`config.mk`:
```
export PLATFORM = sky130hd
export DESIGN_NAME = coeff_loader
export DESIGN_NICKNAME = d
export VERILOG_FILES = /design/src/rtl/coeff_loader.sv
export SDC_FILE = /design/constraint.sdc
export NUM_CORES = 1
export LEC_CHECK = 0
export BUFFER_PORTS_ARGS = -buffer_cell sky130_fd_sc_hd__clkbuf_2
export CAP_MARGIN = 5
export CORE_UTILIZATION = 51
export DETAILED_ROUTE_END_ITERATION = 7
export PLACE_DENSITY = 0.82
export SLEW_MARGIN = 15
export SYNTH_ARGS = -nofsm -noshare
export SYNTH_HDL_FRONTEND = slang
export SYNTH_SLANG_ARGS = --single-unit
```
`constraint.sdc`:
```
create_clock -name clk -period 2.09 [get_ports clk]
set_input_delay 0.1045 -clock clk [delete_from_list [all_inputs] [get_ports clk]]
set_output_delay 0.1045 -clock clk [all_outputs]
set_load 0.05 [all_outputs]
```
`src/rtl/coeff_loader.sv`:
```
// Streams NUM_COEFFS words from a valid/ready source into a filter coefficient port; one write per accepted word,
// one cycle after the transfer. Ready is high only in LOAD with clk_enable, and the source stalls until then.
module coeff_loader #(
  parameter int NUM_COEFFS  = 64,
  parameter int ADDR_WIDTH  = 6,
  parameter int COEFF_WIDTH = 16
) (
  input  logic                          clk,
  input  logic                          rst,
  input  logic                          clk_enable,
  input  logic                          i_start,
  input  logic                          i_coeff_valid,
  input  logic signed [COEFF_WIDTH-1:0] i_coeff_data,
  output logic                          o_coeff_ready,
  output logic                          o_write_enable,
  output logic        [ADDR_WIDTH-1:0]  o_write_address,
  output logic signed [COEFF_WIDTH-1:0] o_coeffs_out,
  output logic                          o_write_done,
  output logic                          o_busy
);

  typedef enum logic [1:0] {
    ST_IDLE = 2'd0,
    ST_LOAD = 2'd1,
    ST_DONE = 2'd2
  } state_t;

  localparam logic [ADDR_WIDTH-1:0] LAST_ADDR = ADDR_WIDTH'(NUM_COEFFS - 1);

  state_t                          state_q, state_d;
  logic        [ADDR_WIDTH-1:0]    cnt_q, cnt_d;
  logic        [ADDR_WIDTH-1:0]    addr_q, addr_d;
  logic signed [COEFF_WIDTH-1:0]   data_q, data_d;
  logic                            we_q, we_d;
  logic                            done_q, done_d;
  logic                            transfer;

  assign o_coeff_ready = (state_q == ST_LOAD) && clk_enable;
  assign transfer      = i_coeff_valid && o_coeff_ready;

  // Strobes default low every cycle so a disabled edge clears them instead of replaying them.
  always_comb begin
    state_d = state_q;
    cnt_d   = cnt_q;
    addr_d  = addr_q;
    data_d  = data_q;
    we_d    = 1'b0;
    done_d  = 1'b0;
    if (clk_enable) begin
      case (state_q)
        ST_IDLE: begin
          if (i_start) begin
            state_d = ST_LOAD;
            cnt_d   = '0;
          end
        end
        ST_LOAD: begin
          if (i_start) begin
            cnt_d = '0;
          end else if (transfer) begin
            addr_d = cnt_q;
            data_d = i_coeff_data;
            we_d   = 1'b1;
            if (cnt_q == LAST_ADDR) begin
              state_d = ST_DONE;
              cnt_d   = '0;
            end else begin
              cnt_d = cnt_q + ADDR_WIDTH'(1);
            end
          end
        end
        ST_DONE: begin
          done_d  = 1'b1;
          state_d = ST_IDLE;
        end
        default: begin
          state_d = ST_IDLE;
          cnt_d   = '0;
        end
      endcase
    end
  end

  always_ff @(posedge clk) begin
    if (rst) begin
      state_q <= ST_IDLE;
      cnt_q   <= '0;
      addr_q  <= '0;
      data_q  <= '0;
      we_q    <= 1'b0;
      done_q  <= 1'b0;
    end else begin
      state_q <= state_d;
      cnt_q   <= cnt_d;
      addr_q  <= addr_d;
      data_q  <= data_d;
      we_q    <= we_d;
      done_q  <= done_d;
    end
  end

  assign o_write_enable  = we_q;
  assign o_write_address = addr_q;
  assign o_coeffs_out    = data_q;
  assign o_write_done    = done_q;
  assign o_busy          = (state_q != ST_IDLE);

endmodule

```
Word-level counts from Yosys, hierarchy flattened:

Cells that the tools add are included.

* register bits: 32
* bits in latches: 0
* bits in writable memories: 0
* ROM bits: 0
* input bits: 21
* output and inout bits: 26
* logic and storage cells: 40
* memories kept: 0

* add/subtract/negate cells: 1
* multiply operators: 0
* divide/modulo/power cells: 0
* $lt $le $gt $ge: 0
* equality and inequality tests: 8
* shift operators: 0
* mux-type cells: 12
* bitwise logic cells: 4
* reductions and logical operators: 9

Operators with widths (number)
* 2-to-1 mux 6 bit: 4
* case mux 6 bit (3 select lines): 1
* 2-to-1 mux 2 bit: 4
* AND reduction 4 bit: 2
* adder 6 x 1 -> 6 bit, second input constant: 1
* equality test 6 bit, second input constant: 1
* inequality test 2 bit, second input constant: 3
* AND reduction 5 bit: 1
* NOT 1 bit: 4
* case mux 2 bit (2 select lines): 1
* OR reduction 4 bit: 1
* inequality test 3 bit, second input constant: 1
* equality test 2 x 1 -> 1 bit, second input constant: 1
* equality test 2 bit, second input constant: 1
* logical AND 1 bit: 2
* zero test 2 bit: 1
* 2-to-1 mux 1 bit: 2
* inequality test 2 x 1 -> 1 bit, second input constant: 1
* nonzero test 2 bit: 1
* OR reduction 2 bit: 1

Logic depth before layout (Yosys ltp):

* depth after elaboration: 6
* gate-level depth with buffers: 6
* depth with buffers taken out: 5

Worst setup path before layout:

OpenSTA, ideal clock, no wires.

* path type: register -> register
* start point: register cnt_q[0]
* end point: register cnt_q[3]
* library setup time: 0.091 ns
* data arrival time: 1.223 ns
* required time: 1.999 ns
* slack: 0.776 ns
* stages on the path, launching flop included: 6
* buffers on the path: 0
* period minus slack after synthesis: 1.314 ns
* cells stage by stage: dfxtp_1 ha_1 and3_1 a31oi_4 nand2b_1 a311oi_1

* cells in the longest elaborated chain, start to end: 5
* elaborated cells between the ends (all ways): 6
* classes of those cells: 1 x add/sub; 1 x eq/ne; 4 x mux

Ends and longest elaborated chain
* start: declaration: line 31 `logic [ADDR_WIDTH-1:0] cnt_q, cnt_d;`
* start signal: assignment: line 94 `cnt_q <= cnt_d;`
* adder 6 x 1 -> 6 bit / equality test 6 bit (equally long branches): line 68, 64
* 2-to-1 mux 6 bit *: line 64 `if (cnt_q == LAST_ADDR) begin`
* 2-to-1 mux 6 bit *: line 60 `end else if (transfer) begin`
* 2-to-1 mux 6 bit *: line 58 `if (i_start) begin`
* case mux 6 bit (3 select lines) *: line 50 `case (state_q)`

Every way passes the cells marked *; elsewhere a longest branch is shown, timed or not. The select of a mux whose other input is x is not followed.
A chain may end at the register's enable or synchronous reset.

Worst setup path after layout:

* start point: register cnt_q[0]
* end point: register state_q[0]

* cells in the longest elaborated chain, start to end: 3

Ends and longest elaborated chain
* equality test 6 bit: line 64
* inequality test 2 x 1 -> 1 bit (no line)
* AND reduction 5 bit (no line)
* end signal: assignment: line 93 `state_q <= state_d;`
* end: declaration: line 30 `state_t state_q, state_d;`

No other way between the ends.

==> out/qor.yml <==
status:
  status: "finished clean"
global_route:
  grt.total_usage_pct: 27.6
  grt_pass1_wl_um: 5210
  antenna_found_initial: 0
  grt_pass1_vias: 1228
  grt-ovfl-total: 0
  grt_max_degree: 33
drt:
  totalWireLength_um: 3220
  vias: 1292
  drtIter0Drc: 53
  dr.pass1.iters: 5
  wl_per_cell_um: 13.0
  via_per_inst: 5.23
  drcViolationCount: 0
  postRouteAntennaNets: 0
place:
  place_hpwl_um: 2010
  place.gp.congestion: 0.911
  io_buffers: 46
floorplanning:
  die-area_um2: 2710
  row_count: 17
  io_pins: 47
  dieWidth_um: 52.1
  core_area_um2: 2300
  start_util_pct: 55.7
  chipHeight_um: 52.1
clocking:
  cts_resized: 0
  clockRootBuffer: "clkbuf_4"
  clockBufferDepth: 2
  cts_made_buffers: 5
  clkTransAtPathRegs_ns: 0.09
  clk_latency_ns: 0.33
  cts_sinks: 32
  cts_tree: "built"
  postCtsSetupBuffers: 0
  h-tree-depth: 2
power:
  power.density_nw_per_um2: 690
  ir_drop_uv: 700
  p_leak_nw: 0.732
logic_synthesis:
  seq_area_frac_synth_pct: 50.0
  avgSynthCellArea_um2: 8.26
  synth_cell_types: 30
  ys_ff_latch: 32
  netlist_instances: 155
  ys_warn_count: 0
  syn_area_um2: 1280
  syn_nets: 177
finish:
  fillers: 161
  drive_above_1_share_pct: 27.9
  final_cell_mix: "nand2_1 (48), clkbuf_2 (46), dfxtp_1 (32), a21oi_1 (29), dlygate4sd3_1 (15)"
  layout.nets: 240
  syn_to_final_growth_pct: 37.0
  multi_input_area_um2: 588
  antennaDiodeCount: 0
  final_common_cell: "nand2_1"
  seq_area_um2: 641
sta:
  finClkSkew_ns: 0.00730
  final-max-slew-violation-count: 0
  rsz0062_at_grt: "no"
  tightest_slew_ns: 0.611
  tns_ns: 0
  setup_viol: 0
  hold_viol_final: 0
  slew_headroom_pct: 59.2
  min_period_over_period_pct: 74.5
  holdWs_ns: 0.0159
  fin_crit_ns: 1.56
  fmax_mhz: 643
setup_path:
  path_class: "register to register"
  required_ns: 2.28
  start_kind: "register"
  critPathArrivalTime_ns: 1.75
  critPathMaxFanout: 5
  end_kind: "register"
worst_hold_path:
  worstHoldPathType: "primary input to register"
flow_run:
  cap_violations: 0
where the power goes:
part / internal [mW] / total, mW / switching [mW]
clock network: 0.251 / 0.453 / 0.202
registers: 0.616 / 0.622 / 0.00556
logic: 0.0578 / 0.136 / 0.0779
total: 0.925 / 1.21 / 0.286
kinds of logic (layout without fill, tap and decap cells):
kind of cell | Yosys count | count (layout) | share of synthesized area (%)
buffers and inverters | 10 | 74 | 4.01
flip-flops | 32 | 32 | 50.0
adder cells (fa/ha/maj) | 1 | 1 | 0.977
AND/OR/NAND/NOR | 70 | 70 | 25.3
AO/OA/AOI/OAI | 42 | 42 | 19.6
Yosys cell counts:
| library cell | instances | share of area (%) |
|---|---|---|
| nor2_1 | 4 | 1.2 |
| dfxtp_1 | 32 | 50 |
| nor3_1 | 2 | 0.78 |
| o21ai_0 | 3 | 1.2 |
| o21ai_1 | 1 | 0.39 |
| o22a_1 | 1 | 0.68 |
| a21oi_1 | 29 | 11 |
| nand4b_1 | 2 | 1.4 |
| inv_1 | 1 | 0.29 |
| clkbuf_1 | 4 | 1.2 |
| and4b_1 | 1 | 0.78 |
| and3_1 | 2 | 0.98 |
| a21o_1 | 1 | 0.59 |
| a31oi_4 | 1 | 1.7 |
| or2_2 | 1 | 0.49 |
| and2b_1 | 1 | 0.59 |
| or3b_4 | 1 | 0.88 |
| buf_4 | 3 | 1.8 |
| nor4bb_1 | 1 | 0.78 |
| nand3_1 | 3 | 1.2 |
| and2_1 | 1 | 0.49 |
| ha_1 | 1 | 0.98 |
| o21a_1 | 3 | 1.8 |
| buf_2 | 2 | 0.78 |
| a311oi_1 | 2 | 1.4 |
| a41oi_1 | 1 | 0.68 |
| nand2_1 | 48 | 14 |
| nand2b_1 | 1 | 0.49 |
| nor2b_2 | 1 | 0.68 |
| nand3b_1 | 1 | 0.59 |
metrics by stage:
stage	instance area (um^2)	power, mW	util, %	std cells	worst slack [ns]
global route	1750	1.26	76.4	247	0.406
CTS	1750	1.23	76.4	247	0.569
finish	1750	1.21	76.4	247	0.534
global placement	1530	0.743	66.5	224	0.708
floorplan	1280	0.711	-	155	0.776
detailed placement	1530	0.746	66.5	224	0.614
flip-flops by register name (all words and copies together) (netlist names):
signal,cells
o_write_done,1
o_write_address,6
state_q,2
o_write_enable,1
o_coeffs_out,16
cnt_q,6
per-layer routing:
| metal | share of wire (%) | global-route usage, % | wire, um |
|---|---|---|---|
| met5 | 0 | 0 | 0 |
| met4 | 1.4 | 14.0 | 44 |
| met3 | 6.3 | 9.94 | 202 |
| met2 | 52 | 47.6 | 1660 |
| met1 | 41 | 29.0 | 1320 |
what timing repair did:
item,CTS,global route
setup endpoints to repair,0,0
endpoints found under the hold margin,15,0
hold buffers,15,0
critical path: stages (launching register included):
cell and delay (ns):
dfxtp_1 0.41, ha_1 0.22, and3_1 0.28, nand3_1 0.18, o21ai_0 0.24, a21oi_1 0.10
worst paths after layout:
check                                     from                             to  slack (ns)  cells after the start
setup / recovery         cnt_q[0]$_SDFFE_PP0P_        state_q[0]$_SDFFE_PP0P_        0.53                      5
hold / removal                i_coeff_data[12]  o_coeffs_out[12]$_SDFFE_PP0P_        0.02                      3
setup reg to reg         cnt_q[0]$_SDFFE_PP0P_        state_q[0]$_SDFFE_PP0P_        0.53                      5
hold reg to reg   o_coeffs_out[5]$_SDFFE_PP0P_   o_coeffs_out[5]$_SDFFE_PP0P_        0.46                      2
final cells by class:
class / count / share of cell area [%]
Clock buffer: 6 / 2.35
Inverter: 1 / 0.214
Sequential cell: 32 / 36.5
Tap cell: 28 / 2.00
Timing Repair Buffer: 65 / 23.4
Clock inverter: 2 / 2.00
Multi-Input combinational cell: 113 / 33.5
(Power assumes the default switching activity.)
